--- config.mk ---
export PLATFORM = sky130hd
export DESIGN_NAME = fixed_predictor_decoder
export DESIGN_NICKNAME = d
export VERILOG_FILES = /design/src/rtl/fixed_predictor_decoder.sv
export SDC_FILE = /design/constraint.sdc
export NUM_CORES = 1
export LEC_CHECK = 0
export BUFFER_PORTS_ARGS = -buffer_cell sky130_fd_sc_hd__buf_2
export CORE_ASPECT_RATIO = 1.25
export CORE_MARGIN = 1
export CORE_UTILIZATION = 25
export DETAILED_ROUTE_END_ITERATION = 8
export HOLD_SLACK_MARGIN = 0.06
export PLACE_DENSITY = 0.43
export SETUP_SLACK_MARGIN = 0.15
export SLEW_MARGIN = 25
export SYNTH_ARGS = -nofsm -noshare
export SYNTH_HDL_FRONTEND = slang
export SYNTH_SLANG_ARGS = --single-unit
--- constraint.sdc ---
create_clock -name iClock -period 6.2 [get_ports iClock]
set_input_delay 0.62 -clock iClock [delete_from_list [all_inputs] [get_ports iClock]]
set_output_delay 0.62 -clock iClock [all_outputs]
set_load 0.01 [all_outputs]
--- src/rtl/fixed_predictor_decoder.sv ---
// Fixed-order linear predictor decoder: rebuilds signed samples from warmup
// samples and residuals using a 4-deep sample history, one sample per cycle.
module fixed_predictor_decoder #(
    parameter int SAMPLE_W = 16,
    parameter int RESID_W  = 24,
    parameter int BLOCK_W  = 16
) (
    input  logic                       iClock,
    input  logic                       iReset,
    input  logic                       iStart,
    input  logic [2:0]                 iOrder,
    input  logic [BLOCK_W-1:0]         iBlockSize,
    input  logic signed [RESID_W-1:0]  iResidual,
    input  logic                       iResidualValid,
    output logic                       oResidualReady,
    output logic signed [SAMPLE_W-1:0] oSample,
    output logic                       oSampleValid,
    input  logic                       iSampleReady,
    output logic                       oFrameDone,
    output logic                       oBusy,
    output logic                       oError
);
    localparam int PW = SAMPLE_W + RESID_W + 4;

    typedef enum logic [1:0] {IDLE, WARMUP, RESIDUAL, DONE} state_t;

    state_t                      state_q;
    logic [2:0]                  order_q;
    logic [BLOCK_W-1:0]          size_q, cnt_q, cnt_inc;
    logic signed [SAMPLE_W-1:0]  s1_q, s2_q, s3_q, s4_q;
    logic signed [SAMPLE_W-1:0]  sample_q, sample_d;
    logic                        valid_q, fdone_q, err_q;
    logic                        xfer, last;
    logic signed [PW-1:0]        e1, e2, e3, e4, e_res, pred;

    assign oResidualReady = ((state_q == WARMUP) || (state_q == RESIDUAL)) &&
                            (!valid_q || iSampleReady);
    assign xfer    = iResidualValid && oResidualReady;
    assign cnt_inc = cnt_q + BLOCK_W'(1);
    assign last    = (cnt_inc == size_q);

    assign oSample      = sample_q;
    assign oSampleValid = valid_q;
    assign oFrameDone   = fdone_q;
    assign oBusy        = (state_q != IDLE);
    assign oError       = err_q;

    assign e1    = PW'(s1_q);
    assign e2    = PW'(s2_q);
    assign e3    = PW'(s3_q);
    assign e4    = PW'(s4_q);
    assign e_res = PW'(iResidual);

    // Shift-and-add forms of the binomial predictor coefficients
    always_comb begin
        pred = '0;
        case (order_q)
            3'd1:    pred = e1;
            3'd2:    pred = (e1 <<< 1) - e2;
            3'd3:    pred = (e1 <<< 1) + e1 - (e2 <<< 1) - e2 + e3;
            3'd4:    pred = (e1 <<< 2) - (e2 <<< 2) - (e2 <<< 1) + (e3 <<< 2) - e4;
            default: pred = '0;
        endcase
        sample_d = (state_q == RESIDUAL) ? SAMPLE_W'(e_res + pred) : SAMPLE_W'(iResidual);
    end

    always_ff @(posedge iClock) begin
        if (!iReset) begin
            state_q  <= IDLE;
            order_q  <= '0;
            size_q   <= '0;
            cnt_q    <= '0;
            s1_q     <= '0;
            s2_q     <= '0;
            s3_q     <= '0;
            s4_q     <= '0;
            sample_q <= '0;
            valid_q  <= 1'b0;
            fdone_q  <= 1'b0;
            err_q    <= 1'b0;
        end else begin
            case (state_q)
                IDLE: begin
                    if (iStart) begin
                        if (iOrder > 3'd4) begin
                            err_q <= 1'b1;
                        end else begin
                            err_q   <= 1'b0;
                            order_q <= iOrder;
                            size_q  <= iBlockSize;
                            cnt_q   <= '0;
                            s1_q    <= '0;
                            s2_q    <= '0;
                            s3_q    <= '0;
                            s4_q    <= '0;
                            if (iBlockSize == '0) begin
                                state_q <= DONE;
                                fdone_q <= 1'b1;
                            end else if (iOrder == 3'd0) begin
                                state_q <= RESIDUAL;
                            end else begin
                                state_q <= WARMUP;
                            end
                        end
                    end
                end
                WARMUP, RESIDUAL: begin
                    if (xfer) begin
                        sample_q <= sample_d;
                        valid_q  <= 1'b1;
                        fdone_q  <= last;
                        s1_q     <= sample_d;
                        s2_q     <= s1_q;
                        s3_q     <= s2_q;
                        s4_q     <= s3_q;
                        cnt_q    <= cnt_inc;
                        // Block end wins over the warmup->residual switch
                        if (last)
                            state_q <= DONE;
                        else if (state_q == WARMUP && cnt_inc == BLOCK_W'(order_q))
                            state_q <= RESIDUAL;
                    end else if (iSampleReady) begin
                        valid_q <= 1'b0;
                        fdone_q <= 1'b0;
                    end
                end
                DONE: begin
                    if (!valid_q || iSampleReady) begin
                        valid_q <= 1'b0;
                        fdone_q <= 1'b0;
                        state_q <= IDLE;
                    end
                end
                default: state_q <= IDLE;
            endcase
        end
    end
endmodule

==> results.toml, run 1 <==
[outcome]
outcome = "complete, no violations"

[synth]
synth_simple_gate_area_share_pct = 16.0
yosysWarnings = 0
synth-xor-area-share_pct = 7.76
synthArstFlopShare_pct = 0
synth_enable_flop_cells = 0
synth_fp_nets = 1443
ys_seq_area_share_pct = 22.7
ys_seq_elements = 120
syn-instance-count = 1242
synth_area_per_cell_sq_um = 8.53
synthAdderAreaFrac_pct = 24.0
synth_top_family_by_area = "adder cells"
ys.flop_type = "dfxtp_1"
synth.cell_area_sq_um = 10600
synth_mux_area_share_pct = 1.75
yosysUniqueCellTypes = 76
synth_compound_area_share_pct = 18.9

[finish]
area_growth_pct = 17.0
fin_cells = 1869
fill_cells = 4416
drive_above_1_share_pct = 14.8
finish.utilization_pct = 29.9
n_antenna_cell = 0
nets = 1505

[sta]
slew-limit-headroom_pct = 34.1
fin_skew_ps = 17.0
rsz0062_at_grt = "true"
min_period_ps = 5870
post-route-period-util_pct = 94.6
tightest_slew_ps = 989
maxSlewViolCount = 0
fmax_mhz = 170
finalHoldViolations = 0
setup_viol = 0

[critical_path]
setup.worst_path.start_class = "flop"
critPathMaxFanout = 4
arrival_ps = 6200
startpoint = "s2_q[1]"
worstReg2RegStart = "s2_q[1]"
regToRegSetupSlack_ps = 330
worstSetupEndpoint = "oSample[15]"
end_kind = "flop"
reg2reg_to = "oSample[15]"
r2r_cells = 27
slowest_stage = "fa_1"
worstSetupPathType = "flop to flop"
slowest_delay_ps = 550
worst_path_most_repeated_cell = "fa_1"
crit_required_ps = 6540

[die]
dieHeight_microns = 232
die_area_sq_um = 43200
die_w_microns = 186
initial_utilization_pct = 25.6
core_area_sq_um = 41400
row_count = 83
ios = 69

[cts]
cts_inserted_buffers = 17
cts_tree = "yes"
clockBufferDepth = 2
cts-root-buf = "clkbuf_16"
h-tree-depth = 4
clock_latency_ps = 460
cts_sinks = 120
cts_hold_buf = 0
clk_pin_slew_worst_paths_ps = 60

[route]
drtAntennaViolNets = 0
drtIter0Drc = 343
num_vias = 8581
dr.pass1.iters = 7
wl_per_cell_microns = 16.0
wirelength_microns = 29900
drc = 0
vias_per_cell = 4.59

[power]
power_w = 0.00418
leakage_nw = 5.15
power.density_nw_per_um2 = 337
irDropWorstVdd_uv = 218

[global_route]
antenna_found_initial = 0
gr-total-overflow = 0
grt_pass1_vias = 8825
grt_pass1_wl_microns = 48400
grt_util_all_layers_pct = 14.7
grt_max_degree = 82

[place]
hpwlAfterDp_microns = 23000
gp_congestion = 0.817
place_inst = 1833
place.port_buffers = 60

[min_path]
hold_path_class = "input port to flop"

[flow_run]
cap_violations = 0
report_power, final:
part	leakage, nW	switching [W]	internal (W)
logic	3.88	0.00130	0.000921
clock network	0.293	0.000421	0.000644
registers	0.976	0.0000552	0.000844
kinds of logic (layout without fill, tap and decap cells):
| group | Yosys count | in the layout |
|---|---|---|
| simple gates | 328 | 328 |
| xor+xnor | 93 | 93 |
| flops | 120 | 120 |
| compound gates | 293 | 293 |
| buf+inv | 237 | 312 |
| fa+ha+maj | 153 | 153 |
| mux | 18 | 18 |
what timing repair did:
action / CTS / global route
pin swaps: 1 / 24
buffers inserted: 0 / 4
resized for setup: 9 / 42
setup endpoints to repair: 4 / 7
state kept, by name (all words and copies together) (netlist names):
signal,count
cnt_q,16
oError,1
oFrameDone,1
oSample,16
oSampleValid,1
order_q,3
s1_q,16
s2_q,16
s3_q,16
s4_q,16
size_q,16
state_q,2
cell usage in the layout, fill, tap and decap left out, drive strengths merged, types with 5 or more instances in the layout:
cell,netlist,routed
nand3,18,18
o211a,7,7
inv,188,191
o21a,7,7
ha,70,70
nor2,43,43
a21o,24,24
o31ai,5,5
o21ai,63,63
nor3,23,23
a22oi,66,66
nand4,6,6
and2,23,23
clkinv,0,5
a21oi,44,44
mux2i,14,14
xor2,33,33
o21bai,8,8
or3,6,6
a31oi,9,9
a21boi,21,21
nand3b,5,5
xnor2,60,60
dfxtp,120,120
fa,83,83
buf,9,92
nand2,105,105
clkbuf,39,18
nor4,9,9
nand2b,6,6
nor3b,5,5
nor2b,69,69
metrics by stage:
stage                     TNS (ps)  hold slack [ps]  worst slack [ps]  instance area [sq um]
after floorplan                  0              455               364                  10600
after global placement           0              456              43.5                  11600
after detailed placement      -142              460             -72.7                  11600
after CTS                        0              405               186                  12200
after global routing             0              433               125                  12400
final                            0              430               333                  12400
worst min-delay path by stage:
stage | from | to | slack (ps) | depth (start not counted)
floorplan | size_q[8] | size_q[8] | 460 | 2
CTS | iBlockSize[13] | size_q[13] | 400 | 3
finish | iBlockSize[13] | size_q[13] | 430 | 3
global route | iBlockSize[13] | size_q[13] | 430 | 3
detailed placement | oSample[7] | oSample[7] | 460 | 2
global placement | oSample[7] | oSample[7] | 460 | 2
final cells by class:
class / instances / area (sq um) / area share [%]
clock buffers: 18 / 439 / 3.54
clock inverters: 14 / 171 / 1.38
inverters: 188 / 706 / 5.69
multi-input cells: 885 / 7420 / 59.9
flip-flops and latches: 120 / 2420 / 19.5
well taps: 552 / 691 / 5.57
repair buffers: 92 / 547 / 4.41
Yosys cell counts, types with 8 or more instances:
cell type | n | area (sq um)
nor2b_1 | 69 | 432
nand3_1 | 17 | 85.1
nor3_1 | 20 | 100
nand2_1 | 104 | 390
xnor2_1 | 60 | 526
inv_1 | 188 | 706
a31oi_1 | 9 | 56.3
dfxtp_1 | 120 | 2400
xor2_1 | 32 | 280
and2_1 | 23 | 144
a21oi_1 | 43 | 215
ha_1 | 70 | 876
o21ai_0 | 59 | 295
clkbuf_1 | 35 | 131
o21bai_1 | 8 | 60.1
mux2i_1 | 14 | 140
nor2_1 | 43 | 161
fa_1 | 83 | 1660
a22oi_1 | 66 | 495
nor4_1 | 8 | 50.1
a21o_1 | 24 | 180
a21boi_0 | 21 | 158
critical path, delay by kind of cell (launching register included):
| family | cells | cell delay, ps |
|---|---|---|
| xor gates and xnor gates | 2 | 250 |
| buffers and inverters | 4 | 310 |
| AOI/OAI and AO/OA | 12 | 2130 |
| adders and majority gates | 5 | 1930 |
| DFF | 1 | 360 |
| muxes | 1 | 240 |
| and+or+nand+nor | 3 | 540 |
per-layer routing:
metal	vias to the layer above	wire, microns	part of all wire (%)	GRT usage, %
met3	32	744	2.5	2.16
met4	0	643	2.1	5.89
met1	4130	13300	45	17.7
met5	-	0	0	0
li1	4297	-	-	-
met2	122	15200	51	25.9
No activity file was read; power rests on OpenSTA's default activity.
==> run 2, diff against run 1 <==
Settings changed: CORE_MARGIN 1 to 4, SLEW_MARGIN 25 to default.
==> results.toml, run 2 (same netlist as run 1, synthesis figures left out) <==
[outcome]
outcome = "complete, no violations"

[critical_path]
worstReg2RegStart = "s2_q[2]"
reg2reg_to = "oSample[15]"
regToRegSetupSlack_ps = 370
arrival_ps = 6140
crit_required_ps = 6520
critPathMaxFanout = 5
startpoint = "s2_q[2]"
setup.worst_path.start_class = "flop"
slowest_delay_ps = 540
worstSetupEndpoint = "oSample[15]"
worstSetupPathType = "flop to flop"
end_kind = "flop"
worst_path_most_repeated_cell = "fa_1"
slowest_stage = "fa_1"
r2r_cells = 28

[power]
leakage_nw = 5.14
power.density_nw_per_um2 = 337
irDropWorstVdd_uv = 235

[finish]
n_antenna_cell = 0
final_cell_area_sq_um = 12300
nets = 1505
drive_above_1_share_pct = 13.7
layout_common_cells = "inv_1, dfxtp_1, nand2_1"
area_growth_pct = 16.6
fill_cells = 4503
multiInputGateArea_sq_um = 7370
layout_commonest_cell = "inv_1"
finish.utilization_pct = 29.4
seqCellArea_sq_um = 2420

[place]
place.port_buffers = 60
placed_area_sq_um = 11600
hpwlAfterDp_microns = 23400
gp_congestion = 0.826

[sta]
tightest_slew_ps = 1040
holdWs_ps = 435
fin_skew_ps = 8.48
finalHoldViolations = 0
maxSlewViolCount = 0
min_period_ps = 5830
post-route-period-util_pct = 94.0
final.setup.tns_ps = 0
rsz0062_at_grt = "true"
slew-limit-headroom_pct = 30.3
fmax_mhz = 172
setup_viol = 0

[global_route]
grt_pass1_wl_microns = 49100
grt_max_degree = 66
antenna_found_initial = 0
grt_util_all_layers_pct = 13.7
grt_pass1_vias = 8912
gr-total-overflow = 0

[die]
row_count = 84
initial_utilization_pct = 25.3
ios = 69
die_w_microns = 192
dieHeight_microns = 238
core_area_sq_um = 41900
die_area_sq_um = 45700

[route]
wl_per_cell_microns = 16.2
dr.pass1.iters = 5
wirelength_microns = 30400
drc = 0
drtAntennaViolNets = 0
num_vias = 8528
drtIter0Drc = 432
vias_per_cell = 4.55

[cts]
cts_tree = "yes"
clock_latency_ps = 450
cts_sinks = 120
cts_inserted_buffers = 17
clockBufferDepth = 2
h-tree-depth = 4
cts-root-buf = "clkbuf_16"
clk_pin_slew_worst_paths_ps = 60

[min_path]
hold_path_class = "input port to flop"

[flow_run]
cap_violations = 0
## run 2: cell types whose count changed in the layout (fill, tap and decap cells not counted), moves of 2 or more
cell and delta:
a21oi_1 +4, a21oi_2 -3, clkinv_2 -3, ha_2 -3, clkbuf_8 +2, clkinvlp_4 +2, fa_1 -2, fa_2 +2
ha_1 +2, inv_1 +2, inv_2 -2
## run 2: power breakdown
group | internal, W | switching, W
sequential | 0.000844 | 0.0000562
clock | 0.000628 | 0.000419
combinational | 0.000911 | 0.00131
total | 0.00238 | 0.00178
## run 2: area by class of cell
type                            instances  area share (%)
Sequential cell                       120            19.6
Clock buffer                           20            3.78
Inverter                              188            5.72
Multi-Input combinational cell        885            59.7
Clock inverter                         12            1.15
Tap cell                              559            5.66
Timing Repair Buffer                   92            4.40
## run 2: metal layers
metal / track usage, % / vias to the layer above / wire [microns]
met5: 0 / - / 0
met4: 4.56 / 0 / 640
met3: 2.03 / 32 / 762
met2: 24.6 / 130 / 15700
met1: 16.9 / 4085 / 13300
li1: - / 4281 / -
## run 2: timing repair
action                                  4_1_cts  5_1_grt
hold buffers                                  0        0
endpoints found under the setup margin        4        7
pin swaps                                     1       20
endpoints found under the hold margin         0        0
setup buffers                                 0        4
gates resized for setup                       8       30
## run 2: stage by stage
stage	worst slack [ps]	std cells	power [W]
2_1_floorplan	364	1242	0.00243
5_1_grt	105	1876	0.00448
4_1_cts	167	1872	0.00415
6_report	373	1876	0.00417
3_5_place_dp	42.4	1840	0.00305
3_3_place_gp	22.0	1840	0.00305
## run 2: worst min-delay path by stage
| stage | endpoint | depth (start not counted) | slack (ps) | start |
|---|---|---|---|---|
| floorplan | size_q[8] | 2 | 460 | size_q[8] |
| global placement | oSample[0] | 2 | 460 | oSample[0] |
| detailed placement | oSample[0] | 2 | 460 | oSample[0] |
| CTS | size_q[13] | 3 | 410 | iBlockSize[13] |
| global route | size_q[11] | 3 | 430 | iBlockSize[11] |
| finish | size_q[13] | 3 | 430 | iBlockSize[13] |
## run 2: worst max-delay path, delay by kind of cell (launching register included)
kind	cells	cell delay (ps)
compound gates	12	2130
xor+xnor	1	100
fa+ha+maj	5	2110
buf+inv	5	450
flops	1	370
mux	1	230
simple gates	4	310
==> run 3, diff against run 2 <==
Settings changed: CELL_PAD_IN_SITES_DETAIL_PLACEMENT from default to 1, CELL_PAD_IN_SITES_GLOBAL_PLACEMENT from default to 2, PLACE_DENSITY 0.43 to 0.61.
==> results.toml, run 3 (same netlist as run 1, synthesis figures left out) <==
[outcome]
outcome = "complete, no violations"

[finish]
drive_above_1_share_pct = 14.4
layout_commonest_cell = "inv_1"
final_cell_area_sq_um = 12400
nets = 1513
area_growth_pct = 16.9
n_antenna_cell = 0
fill_cells = 4959
layout_common_cells = "inv_1, dfxtp_1, nand2_1"

[sta]
finalHoldViolations = 0
setup_slack_ps = 407
fmax_mhz = 173
setup_viol = 0
min_period_ps = 5790
tightest_slew_ps = 1140
post-route-period-util_pct = 93.4
maxSlewViolCount = 0
slew-limit-headroom_pct = 23.7
final.setup.tns_ps = 0
rsz0062_at_grt = "true"
fin_skew_ps = 10.1

[cts]
clock_latency_ps = 450
cts-root-buf = "clkbuf_16"
cts_sinks = 120
clk_pin_slew_worst_paths_ps = 60
cts_tree = "yes"
cts_inserted_buffers = 17
h-tree-depth = 4
clockBufferDepth = 2

[critical_path]
worst_path_most_repeated_cell = "inv_1"
end_kind = "flop"
r2r_cells = 28
slowest_stage = "fa_1"
critPathMaxFanout = 4
arrival_ps = 6110
worstSetupPathType = "flop to flop"
slowest_delay_ps = 520
crit_required_ps = 6520
setup.worst_path.start_class = "flop"

[global_route]
grt_max_degree = 72
antenna_found_initial = 0
grt_util_all_layers_pct = 14.8
grt_pass1_vias = 9442
gr-total-overflow = 0
grt_pass1_wl_microns = 52800

[power]
power.density_nw_per_um2 = 341
irDropWorstVdd_uv = 160
power_w = 0.00422
leakage_nw = 5.17

[die]
initial_utilization_pct = 25.3
core_area_sq_um = 41900
dieHeight_microns = 238
die_area_sq_um = 45700
row_count = 84
die_w_microns = 192
ios = 69

[route]
wl_per_cell_microns = 17.3
num_vias = 8737
vias_per_cell = 4.64
drtIter0Drc = 435
drc = 0
drtAntennaViolNets = 0
dr.pass1.iters = 4
wirelength_microns = 32700

[place]
placed_area_sq_um = 11700
place.port_buffers = 60
place_ws_ps = -10.8
hpwlAfterDp_microns = 25600
gp_congestion = 0.790

[min_path]
hold_path_class = "input port to flop"
min_path_cells = 3

[flow_run]
cap_violations = 0
[run 3: cell types whose count changed in the layout (fill, tap and decap cells not counted), sizes merged]
cell      previous run  this run
inv                191       190
clkbuf              20        19
clkinvlp             5         4
clkinv               2         5
buf                 92       100
[run 3: worst paths after layout]
check | start | endpoint | slack [ps]
worst max-delay path | s1_q[1] | oSample[15] | 410
worst min-delay path | iBlockSize[11] | size_q[11] | 430
worst max register to register | s1_q[1] | oSample[15] | 410
worst min register to register | oSample[0] | oSample[0] | 460
[run 3: cell type report]
cell class	count	area, sq um	area share (%)
multi-input combinational	885	7360	59.5
inverter	188	706	5.70
clock buffer	19	453	3.66
timing repair buffer	100	603	4.87
sequential	120	2410	19.5
tap	559	699	5.65
clock inverter	13	144	1.16
[run 3: per-layer routing]
layer | wire, microns | track usage, % | share of wire [%] | vias to the layer above
met2 | 17100 | 26.9 | 52 | 85
met3 | 691 | 2.31 | 2.1 | 32
met1 | 14400 | 18.2 | 44 | 4331
met5 | 0 | 0 | 0 | -
li1 | - | - | - | 4289
met4 | 466 | 3.80 | 1.4 | 0
[run 3: power breakdown]
group          total (W)  switching [W]  internal (W)  leakage, nW
Clock            0.00103       0.000412      0.000614        0.282
Combinational    0.00229        0.00136      0.000938         3.92
Sequential      0.000901      0.0000565      0.000844        0.974
[run 3: metrics by stage]
| stage | hold WS, ps | instances | utilization, % |
|---|---|---|---|
| finish | 432 | 1884 | 29.5 |
| CTS | 407 | 1881 | 29.3 |
| global route | 429 | 1884 | 29.5 |
| floorplan | 455 | 1242 | - |
| detailed placement | 459 | 1849 | 27.8 |
| global placement | 451 | 1849 | 27.8 |
[run 3: worst max-delay path: cells and delay by family (launching register included)]
kind	cells	cell delay, ps
AOI/OAI and AO/OA	12	2060
xor gates and xnor gates	2	250
adders and majority gates	5	1940
buffers and inverters	5	380
DFF	1	320
muxes	1	210
and+or+nand+nor	3	500
[run 3: what timing repair did]
| item | 4_1_cts | 5_1_grt |
|---|---|---|
| setup endpoints to repair | 7 | 8 |
| buffers inserted | 0 | 3 |
| pin swaps | 0 | 11 |
| gates resized for setup | 9 | 29 |
| hold buffers | 0 | 0 |
| endpoints found under the hold margin | 0 | 0 |
